===== config.mk =====
export PLATFORM = sky130hd
export DESIGN_NAME = ctl_xfer_sequencer
export DESIGN_NICKNAME = d
export VERILOG_FILES = /design/src/rtl/ctl_xfer_sequencer.sv
export SDC_FILE = /design/constraint.sdc
export NUM_CORES = 1
export LEC_CHECK = 0
export BUFFER_PORTS_ARGS = -buffer_cell sky130_fd_sc_hd__buf_2
export CAP_MARGIN = 30
export CORE_ASPECT_RATIO = 1.75
export CORE_MARGIN = 2
export CORE_UTILIZATION = 48
export DETAILED_ROUTE_END_ITERATION = 10
export GPL_TIMING_DRIVEN = 0
export PLACE_DENSITY_LB_ADDON = 0.1
export SLEW_MARGIN = 30
export SYNTH_ARGS = -nofsm -noshare
export SYNTH_HDL_FRONTEND = slang
export SYNTH_SLANG_ARGS = --single-unit

===== constraint.sdc =====
create_clock -name clock -period 5.01 [get_ports clock]
set_clock_uncertainty 0.2 [all_clocks]
set_input_delay 0.501 -clock clock [delete_from_list [all_inputs] [get_ports clock]]
set_output_delay 0.501 -clock clock [all_outputs]
set_load 0.01 [all_outputs]

===== src/rtl/ctl_xfer_sequencer.sv =====
// ctl_xfer_sequencer
//   USB EP0 control-transfer sequencer. Latches each SETUP packet, routes
//   the request to the standard or user handler, chunks the handler's byte
//   stream into MAX_PACKET-sized IN packets (with ZLP insertion and wLength
//   truncation), holds the request through the status stage, and answers
//   STALL for unclaimed or unsupported requests.
//
// Ports
//   clock, reset                  clock, async active-high reset
//   setup_valid_i, setup_data_i   SETUP strobe and 8 SETUP bytes
//   ctl_xfer_*_o                  latched SETUP fields
//   std_req_o/std_gnt_i           standard handler request/grant
//   usr_req_o/usr_gnt_i           user (class/vendor) handler request/grant
//   std_t*, usr_t*                handler byte streams (AXI4-Stream)
//   in_token_i                    host IN token for EP0
//   in_t*                         IN packet payload stream
//   in_zlp_o                      send zero-length IN packet (strobe)
//   status_ack_i                  status stage handshake done (strobe)
//   stall_o                       answer STALL on EP0
//   xfer_done_o                   transfer completed (strobe)
module ctl_xfer_sequencer #(
  parameter int MAX_PACKET  = 64,
  parameter int GNT_TIMEOUT = 8
) (
  input  logic        clock,
  input  logic        reset,
  input  logic        setup_valid_i,
  input  logic [63:0] setup_data_i,
  output logic [7:0]  ctl_xfer_type_o,
  output logic [7:0]  ctl_xfer_request_o,
  output logic [15:0] ctl_xfer_value_o,
  output logic [15:0] ctl_xfer_index_o,
  output logic [15:0] ctl_xfer_length_o,
  output logic        std_req_o,
  output logic        usr_req_o,
  input  logic        std_gnt_i,
  input  logic        usr_gnt_i,
  input  logic        std_tvalid_i,
  input  logic        std_tlast_i,
  input  logic [7:0]  std_tdata_i,
  output logic        std_tready_o,
  input  logic        usr_tvalid_i,
  input  logic        usr_tlast_i,
  input  logic [7:0]  usr_tdata_i,
  output logic        usr_tready_o,
  input  logic        in_token_i,
  output logic        in_tvalid_o,
  output logic        in_tlast_o,
  output logic [7:0]  in_tdata_o,
  input  logic        in_tready_i,
  output logic        in_zlp_o,
  input  logic        status_ack_i,
  output logic        stall_o,
  output logic        xfer_done_o
);

  localparam int PW = $clog2(MAX_PACKET + 1);
  localparam int TW = $clog2(GNT_TIMEOUT + 1);

  typedef enum logic [2:0] {
    S_IDLE, S_WAIT_GNT, S_DATA_IN, S_ZLP, S_STATUS, S_STALL
  } state_t;

  state_t         state;
  logic           pend;       // SETUP latched during abort, start it from IDLE
  logic           pkt_open;   // IN packet in progress
  logic [15:0]    remaining;
  logic [PW-1:0]  pkt_cnt;
  logic [TW-1:0]  gnt_cnt;

  logic           sel_usr, sel_gnt, dir_in;
  logic           src_tvalid, src_tlast;
  logic [7:0]     src_tdata;
  logic           pkt_full, last_byte, beat;
  logic [7:0]     idle_type;

  always_comb begin
    sel_usr    = ctl_xfer_type_o[6:5] != 2'b00;
    dir_in     = ctl_xfer_type_o[7];
    sel_gnt    = sel_usr ? usr_gnt_i    : std_gnt_i;
    src_tvalid = sel_usr ? usr_tvalid_i : std_tvalid_i;
    src_tlast  = sel_usr ? usr_tlast_i  : std_tlast_i;
    src_tdata  = sel_usr ? usr_tdata_i  : std_tdata_i;
    pkt_full   = pkt_cnt == PW'(MAX_PACKET - 1);
    last_byte  = remaining == 16'd1;
    // zero-latency pass-through, only while a packet is open
    in_tvalid_o  = pkt_open & src_tvalid;
    in_tdata_o   = pkt_open ? src_tdata : 8'h00;
    in_tlast_o   = pkt_open & (pkt_full | last_byte | src_tlast);
    std_tready_o = pkt_open & ~sel_usr & in_tready_i;
    usr_tready_o = pkt_open &  sel_usr & in_tready_i;
    beat         = pkt_open & src_tvalid & in_tready_i;
    // handler selection for the request raised on leaving IDLE
    idle_type    = setup_valid_i ? setup_data_i[7:0] : ctl_xfer_type_o;
  end

  always_ff @(posedge clock or posedge reset) begin
    if (reset) begin
      state              <= S_IDLE;
      pend               <= 1'b0;
      pkt_open           <= 1'b0;
      remaining          <= '0;
      pkt_cnt            <= '0;
      gnt_cnt            <= '0;
      ctl_xfer_type_o    <= '0;
      ctl_xfer_request_o <= '0;
      ctl_xfer_value_o   <= '0;
      ctl_xfer_index_o   <= '0;
      ctl_xfer_length_o  <= '0;
      std_req_o          <= 1'b0;
      usr_req_o          <= 1'b0;
      stall_o            <= 1'b0;
      xfer_done_o        <= 1'b0;
      in_zlp_o           <= 1'b0;
    end else begin
      xfer_done_o <= 1'b0;
      in_zlp_o    <= 1'b0;

      if (setup_valid_i) begin
        ctl_xfer_type_o    <= setup_data_i[7:0];
        ctl_xfer_request_o <= setup_data_i[15:8];
        ctl_xfer_value_o   <= setup_data_i[31:16];
        ctl_xfer_index_o   <= setup_data_i[47:32];
        ctl_xfer_length_o  <= setup_data_i[63:48];
        remaining          <= setup_data_i[63:48];
        pkt_cnt            <= '0;
        pkt_open           <= 1'b0;
        gnt_cnt            <= '0;
      end

      // a SETUP outside IDLE wins over everything else this cycle
      if (setup_valid_i && state != S_IDLE) begin
        state     <= S_IDLE;
        pend      <= 1'b1;
        std_req_o <= 1'b0;
        usr_req_o <= 1'b0;
        stall_o   <= 1'b0;
      end else begin
        case (state)
          S_IDLE: begin
            if (setup_valid_i || pend) begin
              state     <= S_WAIT_GNT;
              pend      <= 1'b0;
              std_req_o <= idle_type[6:5] == 2'b00;
              usr_req_o <= idle_type[6:5] != 2'b00;
            end
          end
          S_WAIT_GNT: begin
            if (sel_gnt) begin
              if (ctl_xfer_length_o == 16'd0) begin
                state <= S_STATUS;
              end else if (dir_in) begin
                state <= S_DATA_IN;
              end else begin
                // OUT data stages are not supported
                state     <= S_STALL;
                stall_o   <= 1'b1;
                std_req_o <= 1'b0;
                usr_req_o <= 1'b0;
              end
            end else if (gnt_cnt == TW'(GNT_TIMEOUT - 1)) begin
              state     <= S_STALL;
              stall_o   <= 1'b1;
              std_req_o <= 1'b0;
              usr_req_o <= 1'b0;
            end else begin
              gnt_cnt <= gnt_cnt + TW'(1);
            end
          end
          S_DATA_IN: begin
            if (!pkt_open && in_token_i) pkt_open <= 1'b1;
            if (beat) begin
              remaining <= remaining - 16'd1;
              if (in_tlast_o) begin
                pkt_cnt  <= '0;
                pkt_open <= 1'b0;
              end else begin
                pkt_cnt <= pkt_cnt + PW'(1);
              end
              if (last_byte || src_tlast) begin
                // short of wLength on a full packet: host needs a ZLP to end
                if (src_tlast && remaining > 16'd1 && pkt_full) state <= S_ZLP;
                else                                            state <= S_STATUS;
              end
            end
          end
          S_ZLP: begin
            if (in_token_i) begin
              in_zlp_o <= 1'b1;
              state    <= S_STATUS;
            end
          end
          S_STATUS: begin
            // handlers commit SET_ADDRESS etc. on the falling edge of req
            if (status_ack_i) begin
              std_req_o   <= 1'b0;
              usr_req_o   <= 1'b0;
              xfer_done_o <= 1'b1;
              state       <= S_IDLE;
            end
          end
          S_STALL: ;
          default: state <= S_IDLE;
        endcase
      end
    end
  end

endmodule


# Yosys cells after proc, flatten, opt, wreduce, memory -nomap -nowiden
# Index checks and enable logic that the tools add are counted.
# Widths: inputs -> output; s select.
[totals]
ff_bits = 101
input_bits = 92
out_inout_bits = 81
wordCells = 136
[op_classes]
addsub = 3
n_lt_le_gt_ge = 1
n_eq_ne = 19
n_mux = 64
bitwise = 10
n_reduce_logical = 22
[op_table]
columns = ["operator", "count"]
rows = [
  ["$mux 16", 4],
  ["$mux 7", 6],
  ["$mux 1", 33],
  ["$mux 3", 11],
  ["$mux 4", 5],
  ["$ne 3x3->1 const B", 6],
  ["$pmux 3 s6", 1],
  ["$eq 16x1->1 const B", 1],
  ["$gt 16x1->1 const B", 1],
  ["$logic_not 16->1", 1],
  ["$mux 8", 2],
  ["$sub 16x1->16 const B", 1],
  ["$ne 4x4->1 const B", 3],
  ["$reduce_bool 2->1", 5],
  ["$add 7x1->7 const B", 1],
  ["$and 1x1->1", 7],
  ["$eq 7x6->1 const B", 1],
  ["$reduce_and 7->1", 1],
  ["$eq 3x2->1 const B", 2],
  ["$eq 3x3->1 const B", 2],
  ["$pmux 1 s3", 2],
  ["$reduce_and 6->1", 1],
  ["$reduce_bool 3->1", 2],
  ["$add 4x1->4 const B", 1],
  ["other kinds (14)", 19],
]

# Logic depth before layout (Yosys ltp)
# Gate-level depths: netlist of the first run.
[depth]
word_depth = 9
ltp_mapped = 8
mapped_depth_nobuf = 7

# Worst setup path after synthesis of the first run
# Ideal clock, no wire load.
[synth_timing]
path_kind = "input -> register"
start = "input port std_tvalid_i"
end = "register remaining[11]"
setup_time_ps = 125
t_arrival_ps = 1926
t_required_ps = 4685
setup_slack_ps = 2759
path_stages = 6
path_buffers = 1
cell_sequence = "or3b_4 -> a2111oi_4 -> buf_6 -> nand4_1 -> xnor2_1 -> mux2_2"
[synth_via]
elab_chain_len = 6
[synth_lines]
columns = ["item", "line_no", "source"]
rows = [
  ["from (decl)", "38", "input logic std_tvalid_i,"],
  ["$mux 1", "81", "src_tvalid = sel_usr ? usr_tvalid_i : std_tvalid_i;"],
  ["$and 1x1->1 (2 in a row)", "92", "beat = pkt_open & src_tvalid & in_tready_i;"],
  ["$mux 16", "172", "if (beat) begin"],
  ["$mux 16", "139", "case (state)"],
  ["$mux 16", "132", "if (setup_valid_i && state != S_IDLE) begin"],
  ["to (signal assigned)", "125", "remaining <= setup_data_i[63:48];"],
  ["to (signal assigned)", "173", "remaining <= remaining - 16'd1;"],
  ["to (decl)", "67", "logic [15:0] remaining;"],
]
# No other way between the ends.
# A chain may end at the register's enable or synchronous reset.

# Final worst setup path of the first run
[layout_timing]
start = "register remaining[6]"
end = "output port in_tlast_o"
[layout_via]
elab_chain_len = 4
[layout_lines]
columns = ["item", "line_no", "source"]
rows = [
  ["$eq 16x1->1", "85", "last_byte = remaining == 16'd1;"],
  ["$or 1x1->1 (2 in a row)", "89", "in_tlast_o = pkt_open & (pkt_full | last_byte | src_tlast);"],
  ["$and 1x1->1", "89", ""],
  ["to (decl)", "48", "output logic in_tlast_o,"],
]
# No other way between the ends.

==> results of run 1 <==
[power groups by stage]
| stage | registers [uW] | clock network, uW | logic [uW] |
|---|---|---|---|
| 2_1_floorplan | 1010 | 0 | 295 |
| 3_3_place_gp | 984 | 0 | 493 |
| 3_5_place_dp | 988 | 0 | 512 |
| 4_1_cts | 974 | 783 | 515 |
| 5_1_grt | 987 | 814 | 561 |
| 6_report | 973 | 768 | 511 |
[synthesized netlist by cell type, types with 3 or more instances]
master      n  area, sq um
dfrtp_1   101         2530
mux2_2     60          676
nand2_1    44          165
nor2_1     22         82.6
a21oi_1    18         90.1
inv_1      17         63.8
o21ai_0    16         80.1
clkbuf_1   14         52.6
o21ai_1    12         60.1
xor2_1     10         87.6
nand4_1     8         50.1
nor3_1      8         40.0
nor4_1      6         37.5
xnor2_1     6         52.6
a31oi_1     4         25.0
ha_1        4         50.1
mux2i_1     4         40.0
nand2b_1    4         25.0
nand3_1     4         20.0
nand4b_1    4         35.0
nor2b_1     4         25.0
a22o_1      3         26.3
and2_1      3         18.8
buf_2       3         15.0
nand3b_1    3         22.5
o22ai_1     3         18.8
[state kept, by name, summed over array words and instances, names as in the netlist]
signal	flops
ctl_xfer_index_o	16
ctl_xfer_length_o	16
ctl_xfer_value_o	16
remaining	16
ctl_xfer_request_o	8
ctl_xfer_type_o	8
pkt_cnt	7
gnt_cnt	4
state	3
in_zlp_o	1
pend	1
pkt_open	1
stall_o	1
std_req_o	1
usr_req_o	1
xfer_done_o	1
[area by class of cell]
type | instances | area (sq um) | area share
clock inverters | 7 | 104 | 0.0168
inverters | 18 | 72.6 | 0.0118
well taps | 125 | 156 | 0.0253
flip-flops and latches | 101 | 2530 | 0.409
repair buffers | 174 | 898 | 0.146
multi-input cells | 289 | 2100 | 0.339
clock buffers | 9 | 225 | 0.0365
plain buffers | 20 | 93.8 | 0.0152
[logic make-up after synthesis]
logic type      count (synthesis)  synth area share
simple gates                  128             0.142
flops                         101             0.528
compound gates                 77             0.107
mux                            64             0.150
buf+inv                        38            0.0337
xor+xnor                       16            0.0293
fa+ha+maj                       4            0.0105
[stage by stage]
step / total power (uW) / utilization / setup slack, ps
final: 2250 / 0.631 / 2080
after global routing: 2360 / 0.631 / 1940
after floorplan: 1300 / - / 1660
after global placement: 1480 / 0.593 / 535
after detailed placement: 1500 / 0.596 / 2360
after CTS: 2270 / 0.631 / 2100
[repair_timing]
item                                   CTS  global route
setup buffers                            0             0
hold buffers                             1             0
endpoints found under the hold margin   31             0
[worst register-to-register path: stages (launching register included)]
cell and delay (ps):
dfrtp_1 400, nor4_1 570, nand4_1 350, and3b_1 290, a2111oi_0 540, o21ai_1 110
[metal layers]
layer / global-route usage / part of all wire / up-vias
met5: 0 / 0 / -
met4: 0.108 / 0.036 / 0
met3: 0.0465 / 0.052 / 30
met2: 0.406 / 0.54 / 143
met1: 0.242 / 0.37 / 1956
li1: - / - / 1892
[how the worst min path moves through the flow]
stage                                start             endpoint  slack, ps  cells past startpoint
after CTS                 setup_data_i[49]         remaining[1]        160                      3
after global placement           usr_req_o            usr_req_o        270                      1
after global routing      setup_data_i[33]  ctl_xfer_index_o[1]        170                      2
after floorplan                       pend                 pend        260                      2
after detailed placement         usr_req_o            usr_req_o        280                      1
final                     setup_data_i[49]         remaining[1]        170                      3
==> results.yml, run 1 <==
power:
  power_density_nw_per_um2: 365
  pwr-share-comb: 0.227
  p_sw_uw: 673
  power.clock.fraction: 0.341
  netSwitchingFraction: 0.299
  leakage_uw: 0.00290
  pwr-share-seq: 0.432
  p_int_uw: 1580
  ir_drop_mv: 0.243
setup_path:
  r2r-start: "ctl_xfer_length_o[3]"
  crit_arrival_ps: 2230
  cp_num_cells: 4
  rr_worst_depth: 5
  path_class: "reg -> out"
  critPathMaxFanout: 10
  cp-end-kind: "primary output"
  worstPathRequired_ps: 4310
  cpLargestDelayFamily: "simple AND/OR/NAND/NOR gates"
  crit_chain: "nor4_4 -> nand4_1 -> a31oi_1 -> buf_2"
  reg2reg_to: "state[0]"
  crit_end: "in_tlast_o"
  startpoint_type: "flip-flop"
  crit_start: "remaining[6]"
  critPathSlowestCell: "nor4_4"
  critPathMaxStageDelay_ps: 540
  cp_num_buf_inv: 1
  ff2ff_setup_slack_ps: 2420
placed_design:
  gp_congestion: 0.902
  place_inst: 726
  io_buffers: 172
  hpwl_mm: 9.10
  placed_area_sq_um: 5830
die:
  die_area_sq_um: 10800
  num_rows: 48
  core_sq_um: 9790
  top_level_ports: 173
  die_w_microns: 79.5
  die_y_microns: 136
  start_util: 0.489
timing:
  rsz0062_at_grt: "false"
  fin_tns_setup_ps: 0
  slew-limit-headroom: 0.559
  maxSlewViolCount: 0
  fmax_mhz: 342
  finalHoldWorstSlack_ps: 171
  period_share: 0.584
  post-route-min-period_ps: 2930
  hold_viol_final: 0
  setup_violations: 0
  worst_pin_slew_ps: 645
synth:
  synth_area_per_cell_sq_um: 11.2
  yosysWarnings: 0
  synth_edf_count: 0
  seq_area_frac_synth: 0.528
  syn_nets: 524
  synthCells: 428
  ys_types: 56
  synthArstFlopShare: 1.00
  synthFlopType: "dfrtp_1"
  netlist_area_sq_um: 4780
  ys_ff_latch: 101
layout:
  fin_area_sq_um: 6170
  nets: 709
  final_common_cell: "buf_2"
  fillCellCount: 806
  final_cell_mix: "175 x buf_2, 101 x dfrtp_1, 60 x mux2_2"
  drive_above_1_share: 0.427
  syn2layout_area_growth_pct: 29.0
  antennaDiodeCount: 0
  stdcell_count: 743
detailed_routing:
  final_antenna_net_count: 0
  via_per_inst: 5.41
  drc: 0
  wl_per_cell_microns: 16.1
  routed_wl_mm: 12.0
  vias: 4021
  drtIter0Drc: 182
  first_pass_iters: 4
clocking:
  cts_tree: "yes"
  cts-buffers-inserted: 9
  cts_buffer_depth: 2
  post_cts_resized: 0
  htree_levels: 3
  clock_latency_ps: 340
  cts_root_buf: "clkbuf_16"
  path_clk_slew_ps: 70
  clock_sinks: 101
global_route:
  grt_pass1_vias: 4059
  grt_overflow: 0
  grt_pass1_wl_mm: 18.8
  antenna_found_initial: 0
  grt_use_total: 0.224
  grt_max_degree: 71
status:
  status: "finished clean"
job:
  cap_violations: 0
worst_hold_path:
  hp-class: "in -> reg"
Note: power is estimated with default switching activity, not from simulation.
==> inputs of run 2 (changes only) <==
==> constraint.sdc (replaced) <==
create_clock -name clock -period 3 [get_ports clock]
set_clock_uncertainty 0.2 [all_clocks]
set_input_delay 0.3 -clock clock [delete_from_list [all_inputs] [get_ports clock]]
set_output_delay 0.3 -clock clock [all_outputs]
set_load 0.01 [all_outputs]
==> run 2 against run 1 <==
Against the previous run:
- first-iteration DRC count down 34%
- non-clock buffer count is 61 higher
- worst setup slack worse by 1800 ps
- clock-buffer cell count stayed put
- hold slack worse by 160 ps
- sequential power is 68% higher
- critical endpoint unchanged
- largest cell class unchanged
- largest power group unchanged
- highest routed layer unchanged
==> results.yml, run 2 (synthesized netlist as in run 1, its figures left out) <==
worst_hold_path:
  hp-class: "in -> reg"
die:
  die_y_microns: 136
  core_sq_um: 9790
  die_w_microns: 79.5
  die_area_sq_um: 10800
  start_util: 0.489
  top_level_ports: 173
  num_rows: 48
clocking:
  post_cts_resized: 0
  path_clk_slew_ps: 70
  htree_levels: 3
  cts_buffer_depth: 2
  clock_latency_ps: 340
  cts_tree: "yes"
  clock_sinks: 101
  cts_root_buf: "clkbuf_16"
  cts-buffers-inserted: 9
placed_design:
  gp_congestion: 0.916
  place_inst: 729
  io_buffers: 172
  post-place-ws_ps: 539
  hpwl_mm: 9.24
global_route:
  grt_max_degree: 27
  grt_overflow: 0
  grt_pass1_vias: 4520
  grt_pass1_wl_mm: 20.6
  antenna_found_initial: 0
  grt_use_total: 0.242
timing:
  fin_ws_ps: 303
  fin_tns_setup_ps: 0
  worst_pin_slew_ps: 645
  rsz0062_at_grt: "false"
  finalHoldWorstSlack_ps: 11.3
  fmax_mhz: 371
  hold_viol_final: 0
  setup_violations: 0
  slew-limit-headroom: 0.559
  maxSlewViolCount: 0
  post-route-min-period_ps: 2700
  period_share: 0.899
layout:
  antennaDiodeCount: 0
  regArea_sq_um: 2530
  syn2layout_area_growth_pct: 42.3
  multi_input_area_sq_um: 2100
  final_cell_mix: "175 x buf_2, 101 x dfrtp_1, 60 x mux2_2"
  nets: 770
  stdcell_count: 804
  final_common_cell: "buf_2"
  fillCellCount: 746
  drive_above_1_share: 0.393
setup_path:
  cp_num_buf_inv: 1
  crit_chain: "nor4_4 -> nand4_1 -> a31oi_1 -> buf_2"
  critPathMaxFanout: 10
  cp-end-kind: "primary output"
  worstPathRequired_ps: 2500
  crit_arrival_ps: 2200
  critPathSlowestCell: "nor4_4"
  startpoint_type: "flip-flop"
  path_class: "reg -> out"
  cpLargestDelayFamily: "simple AND/OR/NAND/NOR gates"
  critPathMaxStageDelay_ps: 530
power:
  leakage_uw: 0.00316
  ir_drop_mv: 0.440
  power_density_nw_per_um2: 556
status:
  status: "finished clean"
job:
  cap_violations: 0
detailed_routing:
  vias: 4275
  routed_wl_mm: 12.8
  wl_per_cell_microns: 15.9
  drc: 0
  drtIter0Drc: 120
  via_per_inst: 5.32
  final_antenna_net_count: 0
  first_pass_iters: 6
[run 2: layout make-up]
class | instances | area share
plain buffers | 20 | 0.0138
clock buffers | 9 | 0.0331
clock inverters | 7 | 0.0138
inverters | 18 | 0.0105
multi-input cells | 289 | 0.308
flip-flops and latches | 101 | 0.371
well taps | 125 | 0.0230
repair buffers | 235 | 0.227
[run 2: timing repair]
item	in CTS	in global routing
setup buffers	0	0
hold buffers	58	1
hold endpoints to repair	78	1
[run 2: metrics by stage]
step                      instance area (sq um)  utilization  total power, uW
after floorplan                            4790            -             2180
after detailed placement                   5900        0.603             2510
after global placement                     5810        0.593             2470
final                                      6810        0.696             3780
after CTS                                  6800        0.695             3810
after global routing                       6810        0.696             3970
[run 2: path summary, 6_finish.rpt]
kind	to	from	slack, ps	cells past startpoint
setup reg to reg	pkt_cnt[3]	ctl_xfer_type_o[6]	570	5
max in group asynchronous	remaining[6]	reset	1490	6
hold reg to reg	ctl_xfer_value_o[4]	ctl_xfer_value_o[4]	300	1
min in group asynchronous	ctl_xfer_value_o[6]	reset	300	3
setup / recovery	in_tlast_o	remaining[6]	300	4
hold / removal	remaining[3]	setup_data_i[51]	10	3
[run 2: routing by layer]
metal | global-route usage | vias up | wire [microns]
li1 | - | 2022 | -
met1 | 0.261 | 2068 | 4830
met2 | 0.449 | 159 | 6970
met3 | 0.0452 | 26 | 630
met4 | 0.107 | 0 | 350
met5 | 0 | - | 0
[run 2: worst register-to-register path, delay by kind of cell, from the launching register on]
kind	cells	cell delay (ps)
AO/OA/AOI/OAI	1	240
flip-flops	1	430
multiplexers	1	570
AND/OR/NAND/NOR	3	910
[run 2: where the power goes]
| group | total [uW] | internal, uW | switching [uW] |
|---|---|---|---|
| clock network | 1230 | 671 | 560 |
| logic | 924 | 436 | 488 |
| registers | 1630 | 1510 | 114 |
==> inputs of run 3 (changes only) <==
--- a/config.mk
+++ b/config.mk
@@ -7,12 +7,14 @@
 export LEC_CHECK = 0
 export BUFFER_PORTS_ARGS = -buffer_cell sky130_fd_sc_hd__buf_2
 export CAP_MARGIN = 30
+export CELL_PAD_IN_SITES_DETAIL_PLACEMENT = 0
+export CELL_PAD_IN_SITES_GLOBAL_PLACEMENT = 1
 export CORE_ASPECT_RATIO = 1.75
 export CORE_MARGIN = 2
-export CORE_UTILIZATION = 48
+export CORE_UTILIZATION = 38
 export DETAILED_ROUTE_END_ITERATION = 10
 export GPL_TIMING_DRIVEN = 0
-export PLACE_DENSITY_LB_ADDON = 0.1
+export PLACE_DENSITY_LB_ADDON = 0.05
 export SLEW_MARGIN = 30
 export SYNTH_ARGS = -nofsm -noshare
 export SYNTH_HDL_FRONTEND = slang
==> run 3 against run 2 <==
Against the previous run:
- global-route usage decreased by 4.0 points
- clock-buffer cell count increased by 2
- core utilization decreased by 14 points
- largest cell class unchanged
- highest routed layer unchanged
==> results.yml, run 3 (synthesized netlist as in run 1, its figures left out) <==
status:
  status: "finished clean"
layout:
  final_common_cell: "buf_2"
  drive_above_1_share: 0.389
  final_cell_mix: "175 x buf_2, 101 x dfrtp_1, 61 x dlygate4sd3_1"
  syn2layout_area_growth_pct: 43.0
  nets: 772
  fillCellCount: 1124
  antennaDiodeCount: 0
setup_path:
  r2r-start: "ctl_xfer_type_o[6]"
  crit_arrival_ps: 2180
  path_class: "reg -> out"
  ff2ff_setup_slack_ps: 610
  startpoint_type: "flip-flop"
  critPathMaxFanout: 10
  worstPathRequired_ps: 2500
  cp-end-kind: "primary output"
  reg2reg_to: "state[2]"
  rr_worst_depth: 6
global_route:
  grt_use_total: 0.202
  grt_pass1_wl_mm: 21.2
  grt_pass1_vias: 4310
  use_met2: 0.369
  grt_max_degree: 29
  grt_overflow: 0
  grt_use_met1: 0.221
  busiest_layer: "met2"
  met3_usage: 0.0347
  antenna_found_initial: 0
timing:
  slew-limit-headroom: 0.522
  fin_tns_setup_ps: 0
  period_share: 0.893
  hold_viol_final: 0
  fmax_mhz: 373
  rsz0062_at_grt: "false"
  maxSlewViolCount: 0
  post-route-min-period_ps: 2680
  setup_violations: 0
  worst_pin_slew_ps: 698
worst_hold_path:
  hp-class: "in -> reg"
  min_to: "ctl_xfer_length_o[14]"
  whs_path_depth: 3
  min_from: "setup_data_i[62]"
clocking:
  cts-buffers-inserted: 9
  cts_buffer_depth: 2
  cts_tree: "yes"
  clock_latency_ps: 340
  path_clk_slew_ps: 70
  clock_sinks: 101
  post_cts_resized: 0
  cts_root_buf: "clkbuf_16"
  post_cts_buffers: 0
  htree_levels: 3
power:
  power_density_nw_per_um2: 537
  ir_drop_mv: 0.321
  power_uw: 3670
  leakage_uw: 0.00315
detailed_routing:
  vias: 4249
  drtIter0Drc: 106
  wl_per_cell_microns: 15.7
  via_per_inst: 5.00
  final_antenna_net_count: 0
  first_pass_iters: 4
  drc: 0
  routed_wl_mm: 13.3
die:
  die_y_microns: 152
  die_w_microns: 88.8
  top_level_ports: 173
  start_util: 0.387
  die_area_sq_um: 13500
  num_rows: 54
  core_sq_um: 12400
placed_design:
  gp_congestion: 0.829
  io_buffers: 172
  hpwl_mm: 10.0
job:
  cap_violations: 0
==> run 3: changes by cell type in the layout (fill, tap and decap cells not counted) <==
cell	before	now
inv_8	2	1
bufinv_16	1	0
clkbuf_1	14	16
dlygate4sd3_1	59	61
clkinv_8	1	0
clkinv_4	1	2
==> run 3: area by class of cell <==
cell class                      instances  area, sq um  share of cell area
Buffer                                 20         93.8              0.0137
Inverter                               18         71.3              0.0104
Clock inverter                          5         45.0             0.00658
Tap cell                              168          210              0.0307
Clock buffer                           11          233              0.0340
Multi-Input combinational cell        289         2100               0.306
Sequential cell                       101         2530               0.369
Timing Repair Buffer                  237         1570               0.229
==> run 3: timing repair <==
item,CTS,global route
setup endpoints to repair,0,0
endpoints found under the hold margin,76,0
hold buffers,61,0
==> run 3: worst max-delay path by stage <==
stage                                      end               start  cells after the start  slack [ps]
after global routing                in_tlast_o        remaining[6]                      4          80
after floorplan                  remaining[11]  ctl_xfer_type_o[6]                      6         770
after detailed placement  ctl_xfer_length_o[6]       setup_valid_i                      6         470
after CTS                           in_tlast_o        remaining[6]                      4         260
final                               in_tlast_o        remaining[6]                      4         320
after global placement            remaining[6]       setup_valid_i                      6         450
==> run 3: through the flow <==
step / hold slack [ps] / util / setup slack [ps] / instance area, sq um / cells
after CTS: 3.95 / 0.553 / 261 / 6840 / 849
after floorplan: 223 / - / 772 / 4790 / 428
after global placement: 283 / 0.474 / 450 / 5860 / 768
after global routing: 15.2 / 0.553 / 76.7 / 6840 / 849
final: 11.0 / 0.553 / 322 / 6840 / 849
after detailed placement: 119 / 0.482 / 468 / 5950 / 772
==> run 3: power by group <==
group	leakage, uW	internal [uW]	switching, uW
registers	0.00123	1510	114
logic	0.00179	437	492
clock network	0.000132	576	538
total	0.00315	2530	1140
==> run 3: worst max-delay path, cell delays in order, from the launching register on <==
cell	delay, ps
dfrtp_1	420
nor4_4	540
nand4_1	320
a31oi_1	360
buf_2	200
==> run 3: layer usage <==
layer / vias up / share of wire
met2: 124 / 0.57
met3: 15 / 0.038
met1: 2079 / 0.37
li1: 2031 / -
met4: 0 / 0.024
met5: - / 0
